--- src/rtl/wb_pkg.sv ---
// Shared types and sizes for the writeback stage.
package wb_pkg;

    localparam int XLEN       = 32;
    localparam int REG_ADDR_W = 5;
    localparam int NREGS      = 2 ** REG_ADDR_W;

    typedef enum logic {
        WB_SRC_ALU = 1'b0,
        WB_SRC_MEM = 1'b1
    } wb_src_e;

    typedef struct packed {
        logic [REG_ADDR_W-1:0] rd;
        logic [XLEN-1:0]       data;
    } wb_result_t;

endpackage

--- src/rtl/wb_scoreboard.sv ---
// Per-register pending tracker plus operand busy/forward lookup for decode.
module wb_scoreboard
    import wb_pkg::*;
(
    input  logic                  clock_i,
    input  logic                  reset_n_i,
    input  logic                  issue_valid_i,
    input  logic [REG_ADDR_W-1:0] issue_rd_i,
    input  logic                  wr_en_i,
    input  logic [REG_ADDR_W-1:0] wr_reg_i,
    input  logic [REG_ADDR_W-1:0] rs1_addr_i,
    input  logic [REG_ADDR_W-1:0] rs2_addr_i,
    output logic                  rs1_busy_o,
    output logic                  rs2_busy_o,
    output logic                  rs1_fwd_o,
    output logic                  rs2_fwd_o,
    output logic                  any_pending_o
);

    logic [NREGS-1:0] pending_q;
    logic [NREGS-1:0] pending_d;
    logic             rs1_match;
    logic             rs2_match;
    logic             rs1_reissue;
    logic             rs2_reissue;

    // Next pending vector: clear on write-back, then set on issue so a newer producer wins.
    always_comb begin
        pending_d = pending_q;
        if (wr_en_i) begin
            pending_d[wr_reg_i] = 1'b0;
        end
        if (issue_valid_i && (issue_rd_i != '0)) begin
            pending_d[issue_rd_i] = 1'b1;
        end
        pending_d[0] = 1'b0;
    end

    // Pending register state; in-flight tracking is discarded on reset.
    always_ff @(posedge clock_i or negedge reset_n_i) begin
        if (!reset_n_i) begin
            pending_q <= '0;
        end else begin
            pending_q <= pending_d;
        end
    end

    // A result on the write port satisfies an operand unless decode is re-issuing the same rd now.
    assign rs1_match   = wr_en_i && (wr_reg_i == rs1_addr_i) && (rs1_addr_i != '0);
    assign rs2_match   = wr_en_i && (wr_reg_i == rs2_addr_i) && (rs2_addr_i != '0);
    assign rs1_reissue = issue_valid_i && (issue_rd_i == rs1_addr_i);
    assign rs2_reissue = issue_valid_i && (issue_rd_i == rs2_addr_i);

    assign rs1_fwd_o  = rs1_match;
    assign rs2_fwd_o  = rs2_match;
    assign rs1_busy_o = (rs1_addr_i != '0) && pending_q[rs1_addr_i] && (!rs1_match || rs1_reissue);
    assign rs2_busy_o = (rs2_addr_i != '0) && pending_q[rs2_addr_i] && (!rs2_match || rs2_reissue);

    assign any_pending_o = |pending_q;

endmodule

--- src/rtl/writeback_unit.sv ---
// Writeback stage: round-robin ALU/load arbiter, registered register-file write port,
// RAW scoreboard and single-cycle forward of the value being written.
module writeback_unit
    import wb_pkg::*;
(
    input  logic                  clock_i,
    input  logic                  reset_n_i,
    input  logic                  issue_valid_i,
    input  logic [REG_ADDR_W-1:0] issue_rd_i,
    input  logic                  alu_valid_i,
    output logic                  alu_ready_o,
    input  logic [REG_ADDR_W-1:0] alu_rd_i,
    input  logic [XLEN-1:0]       alu_data_i,
    input  logic                  mem_valid_i,
    output logic                  mem_ready_o,
    input  logic [REG_ADDR_W-1:0] mem_rd_i,
    input  logic [XLEN-1:0]       mem_data_i,
    input  logic [REG_ADDR_W-1:0] rs1_addr_i,
    input  logic [REG_ADDR_W-1:0] rs2_addr_i,
    output logic                  rs1_busy_o,
    output logic                  rs2_busy_o,
    output logic                  rs1_fwd_o,
    output logic                  rs2_fwd_o,
    output logic [XLEN-1:0]       fwd_data_o,
    output logic                  rf_write_enable_o,
    output logic [REG_ADDR_W-1:0] rf_write_register_o,
    output logic [XLEN-1:0]       rf_write_data_o,
    output logic                  idle_o
);

    wb_src_e               rr_last_q;
    logic                  grant_alu;
    logic                  grant_mem;
    logic                  accept;
    wb_result_t            sel;
    logic                  rf_we_q;
    logic [REG_ADDR_W-1:0] rf_reg_q;
    logic [XLEN-1:0]       rf_data_q;
    logic                  any_pending;

    // Round-robin grant: a lone requester always wins, on contention the last loser wins.
    always_comb begin
        grant_alu = alu_valid_i && (!mem_valid_i || (rr_last_q == WB_SRC_MEM));
        grant_mem = mem_valid_i && !grant_alu;
        accept    = grant_alu || grant_mem;
        sel.rd    = grant_alu ? alu_rd_i   : mem_rd_i;
        sel.data  = grant_alu ? alu_data_i : mem_data_i;
    end

    assign alu_ready_o = grant_alu;
    assign mem_ready_o = grant_mem;

    // Arbiter history and write-port register; x0 results are accepted but never written.
    always_ff @(posedge clock_i or negedge reset_n_i) begin
        if (!reset_n_i) begin
            rr_last_q <= WB_SRC_MEM;
            rf_we_q   <= 1'b0;
            rf_reg_q  <= '0;
            rf_data_q <= '0;
        end else begin
            if (grant_alu) begin
                rr_last_q <= WB_SRC_ALU;
            end else if (grant_mem) begin
                rr_last_q <= WB_SRC_MEM;
            end
            rf_we_q <= accept && (sel.rd != '0);
            if (accept && (sel.rd != '0)) begin
                rf_reg_q  <= sel.rd;
                rf_data_q <= sel.data;
            end
        end
    end

    wb_scoreboard u_scoreboard (
        .clock_i       (clock_i),
        .reset_n_i     (reset_n_i),
        .issue_valid_i (issue_valid_i),
        .issue_rd_i    (issue_rd_i),
        .wr_en_i       (rf_we_q),
        .wr_reg_i      (rf_reg_q),
        .rs1_addr_i    (rs1_addr_i),
        .rs2_addr_i    (rs2_addr_i),
        .rs1_busy_o    (rs1_busy_o),
        .rs2_busy_o    (rs2_busy_o),
        .rs1_fwd_o     (rs1_fwd_o),
        .rs2_fwd_o     (rs2_fwd_o),
        .any_pending_o (any_pending)
    );

    assign rf_write_enable_o   = rf_we_q;
    assign rf_write_register_o = rf_reg_q;
    assign rf_write_data_o     = rf_data_q;
    assign fwd_data_o          = rf_data_q;
    assign idle_o              = !any_pending && !rf_we_q;

endmodule

--- config.mk ---
export PLATFORM = sky130hd
export DESIGN_NAME = writeback_unit
export DESIGN_NICKNAME = d
export VERILOG_FILES = /design/src/rtl/wb_pkg.sv /design/src/rtl/wb_scoreboard.sv /design/src/rtl/writeback_unit.sv
export SDC_FILE = /design/constraint.sdc
export NUM_CORES = 1
export LEC_CHECK = 0
export CAP_MARGIN = 30
export CORE_UTILIZATION = 30
export DETAILED_ROUTE_END_ITERATION = 10
export HOLD_SLACK_MARGIN = 0.08
export SLEW_MARGIN = 20
export SYNTH_ARGS = -nofsm -noshare
export SYNTH_HDL_FRONTEND = slang
export SYNTH_SLANG_ARGS = --single-unit
--- constraint.sdc ---
create_clock -name clock_i -period 7.5 [get_ports clock_i]
set_clock_uncertainty 0.15 [all_clocks]
set_input_delay 2.25 -clock clock_i [delete_from_list [all_inputs] [get_ports clock_i]]
set_output_delay 2.25 -clock clock_i [all_outputs]
set_load 0.1 [all_outputs]
==> out/metrics.yaml, run 1 <==
slew_headroom: 0.322
cts_buffer_depth: 2
yosysSeqAreaShare: 0.399
sw_frac_of_total: 0.457
hpwl_um: 9780
vias: 3676
syn-mean-instance-area_um2: 11.3
antenna_found_initial: 0
ios: 171
critPathKind: "in -> out"
fin_util: 0.450
worst_path_max_fanout: 12
critPathLaunchType: "input port"
gr-usage-met2: 0.297
grt_pass1_wl_um: 20700
post_synth_xor_area_fraction: 0.0399
postCtsHoldBufs: 0
synth_top_cells_by_area: "dfrtp_1 (39%), mux2_2 (15%), o21ai_0 (7.3%)"
synth_top_cell_by_area: "dfrtp_1"
cp_top_family: "simple AND/OR/NAND/NOR gates"
finalPower_uw: 1920
share_of_synthesized_cell_area_in_full_adder_half_adder_and_majority_cells: 0
max_slew.worst_pin.slew_ns: 1.01
hold-path-cell-count: 2
count_of_flip_flops_with_a_built_in_enable_after_synthesis: 0
route.detailed.vias_per_inst: 5.21
clockRootBuffer: "clkbuf_16"
finalWeightedCongestion: 0.837
static-leakage-power_uw: 0.00243
drtIter0Drc: 177
final_layout_size_suffix_gt1_frac: 0.240
synthMuxAreaShare: 0.292
yosysWarnings: 0
critical_path.reg2reg.startpoint: "rr_last_q"
ys_ff_latch: 70
n_antenna_cell: 0
total_congestion_overflow: 0
rr_worst_depth: 6
worstHoldStart: "rr_last_q"
core_um2: 14100
cts_tree: "yes"
timing.final.crit_period_ns: 6.90
seq_power_share: 0.327
syn-cell-area_um2: 4400
netlist_cell_types: 31
synth_fp_nets: 484
yosys.area_share.simple: 0.0863
synth_top_family_by_area: "multiplexers"
cts_num_sinks: 70
drt_wl_total_um: 13100
std_cell_rows: 43
total_switching_power_uw: 877
setup.worst_path.end_class: "primary output"
fmaxAchievable_mhz: 145
worst_ep_required_time_ns: 5.10
synth_flop_cell: "dfrtp_1"
final_nets: 617
buffer_ports.inserted: 170
average_wire_length_per_cell_after_detail_routing_um: 18.6
critical_path_buf_inv_count: 2
worstPathCellList: "clkdlybuf4s50_1, or4_1, nor2_1, nor4_2, and2_1, a211oi_2, buf_12"
dpl.cell_count: 691
flow.area_growth_from_synthesis_pct: 44.3
globalRouteTotalUtil: 0.182
post-synth-top-count-cell: "dfrtp_1"
period_share: 0.920
post-cts-setup-buffers: 0
fp.dieArea_um2: 15100
start_util: 0.312
htreeDepth: 3
setup_tns_after_final_layout_ns: 0
finish.cell_count_without_fillers: 706
finalHoldViolCount: 0
min_path_type: "reg -> reg"
share_clk_of_total_power: 0.197
status: "complete, no violations"
drt_pre_antenna_iters: 4
grt_util_met3: 0.0535
asyncSetResetFlopFracSynth: 1.00
timing.critical_path.slowest_cell_delay_ns: 0.71
maxSlewViolCount: 0
clock_pin_slew_of_the_registers_on_the_worst_case_setup_and_hold_paths_ns: 0.05
slowest_stage: "clkdlybuf4s50_1"
irDropWorstVdd_mv: 0.166
grt.busiest_layer: "met2"
global_route.usage.met1: 0.220
cp.arrival_ns: 4.50
internal-power_uw: 1040
yosysTopAreaCellShare: 0.393
crit-reg2reg-capture: "fwd_data_o[25]"
synth_compound_gate_area_share: 0.0939
pin_count_of_the_biggest_net_entering_global_routing: 71
power_per_cell_area_nw_per_um2: 302
netlist_top_cells_count: "dfrtp_1 (69), o21ai_0 (64), mux2_2 (58)"
rsz0062_at_grt: "no"
filler_cell_count: 1342
first_global_vias: 3909
drt.antenna.violating_nets: 0
report.final.setup_viol: 0
ff_to_ff_setup_slack_ns: 4.62
drc: 0
syn_inst: 390
post_cts_resize_count: 0
die_height_um: 123
tritoncts.num_buffers: 9
min_to: "rr_last_q"
worstSkewPairLatency_ns: 0.33
die-width_um: 123
power.combinational.fraction: 0.477
max_cap_violations: 0
[state kept, by name (all words and copies together) (netlist names)]
name / cells
fwd_data_o: 32
rf_write_enable_o: 1
rf_write_register_o: 5
rr_last_q: 1
u_scoreboard.pending_q: 31
[metal layers]
layer | part of all wire | up-vias | wire [µm]
met3 | 0.098 | 19 | 1280
met1 | 0.39 | 1809 | 5180
li1 | - | 1658 | -
met4 | 0.023 | 0 | 307
met2 | 0.48 | 190 | 6360
met5 | 0 | - | 0
[logic make-up (layout without fill, tap and decap cells)]
logic type	count (synthesis)	count (layout)
buf+inv	62	198
flops	70	70
simple gates	66	66
compound gates	77	77
mux	95	95
xor+xnor	20	20
[layout make-up]
type | instances | area [µm²] | area share
Inverter | 6 | 22.5 | 0.00355
Tap cell | 180 | 225 | 0.0355
Clock inverter | 2 | 10.0 | 0.00158
Sequential cell | 70 | 1750 | 0.276
Clock buffer | 12 | 246 | 0.0389
Multi-Input combinational cell | 258 | 2300 | 0.363
Timing Repair Buffer | 178 | 1790 | 0.282
[through the flow]
step / area (µm²) / hold WS [ns] / setup WS, ns
after detailed placement: 6060 / 0.368 / 0.600
after CTS: 6320 / 0.376 / 0.585
after global routing: 6340 / 0.413 / 0.441
final: 6340 / 0.373 / 0.598
after global placement: 6060 / 0.355 / 0.596
after floorplan: 4420 / 0.337 / 0.0573
[worst max path at each step]
stage | startpoint | endpoint | slack (ns) | cells after the start
final | rs1_addr_i[1] | rs1_busy_o | 0.60 | 7
after global routing | rs2_addr_i[0] | rs2_busy_o | 0.44 | 6
after CTS | rs1_addr_i[1] | rs1_busy_o | 0.58 | 7
after detailed placement | rs2_addr_i[0] | rs2_busy_o | 0.60 | 6
after global placement | rs2_addr_i[0] | rs2_busy_o | 0.60 | 6
after floorplan | rs1_addr_i[2] | rs1_busy_o | 0.06 | 6
[power by group through the flow]
stage	clock (µW)	sequential, µW	combinational [µW]
2_1_floorplan	0	769	525
3_3_place_gp	0	624	906
3_5_place_dp	0	626	913
4_1_cts	386	621	916
5_1_grt	405	640	959
6_report	377	626	914
[placed cells by master, fill, tap and decap left out, types with 10 or more instances in the layout]
master / n
buf_4: 11
clkdlybuf4s50_1: 163
dfrtp_1: 69
mux2_2: 58
mux2_4: 17
mux4_2: 14
nand2_1: 12
nand3b_1: 10
nor4_1: 12
o21ai_0: 64
xor2_1: 12
[tightest hold or removal path: cells and delay by family (launching register included)]
family           cells  cell delay, ns
AND/OR/NAND/NOR      1            0.08
flip-flops           1            0.39
AO/OA/AOI/OAI        1            0.05
Note: power is estimated with default switching activity, not from simulation.
==> run 2, diff against run 1 <==
--- a/config.mk
+++ b/config.mk
@@ -8,7 +8,7 @@
 export CAP_MARGIN = 30
 export CORE_UTILIZATION = 30
 export DETAILED_ROUTE_END_ITERATION = 10
-export HOLD_SLACK_MARGIN = 0.08
+export HOLD_SLACK_MARGIN = 0.12
 export SLEW_MARGIN = 20
 export SYNTH_ARGS = -nofsm -noshare
 export SYNTH_HDL_FRONTEND = slang
==> results of run 2 <==
The final DEF is identical to that of run 1; final timing and power are the same.
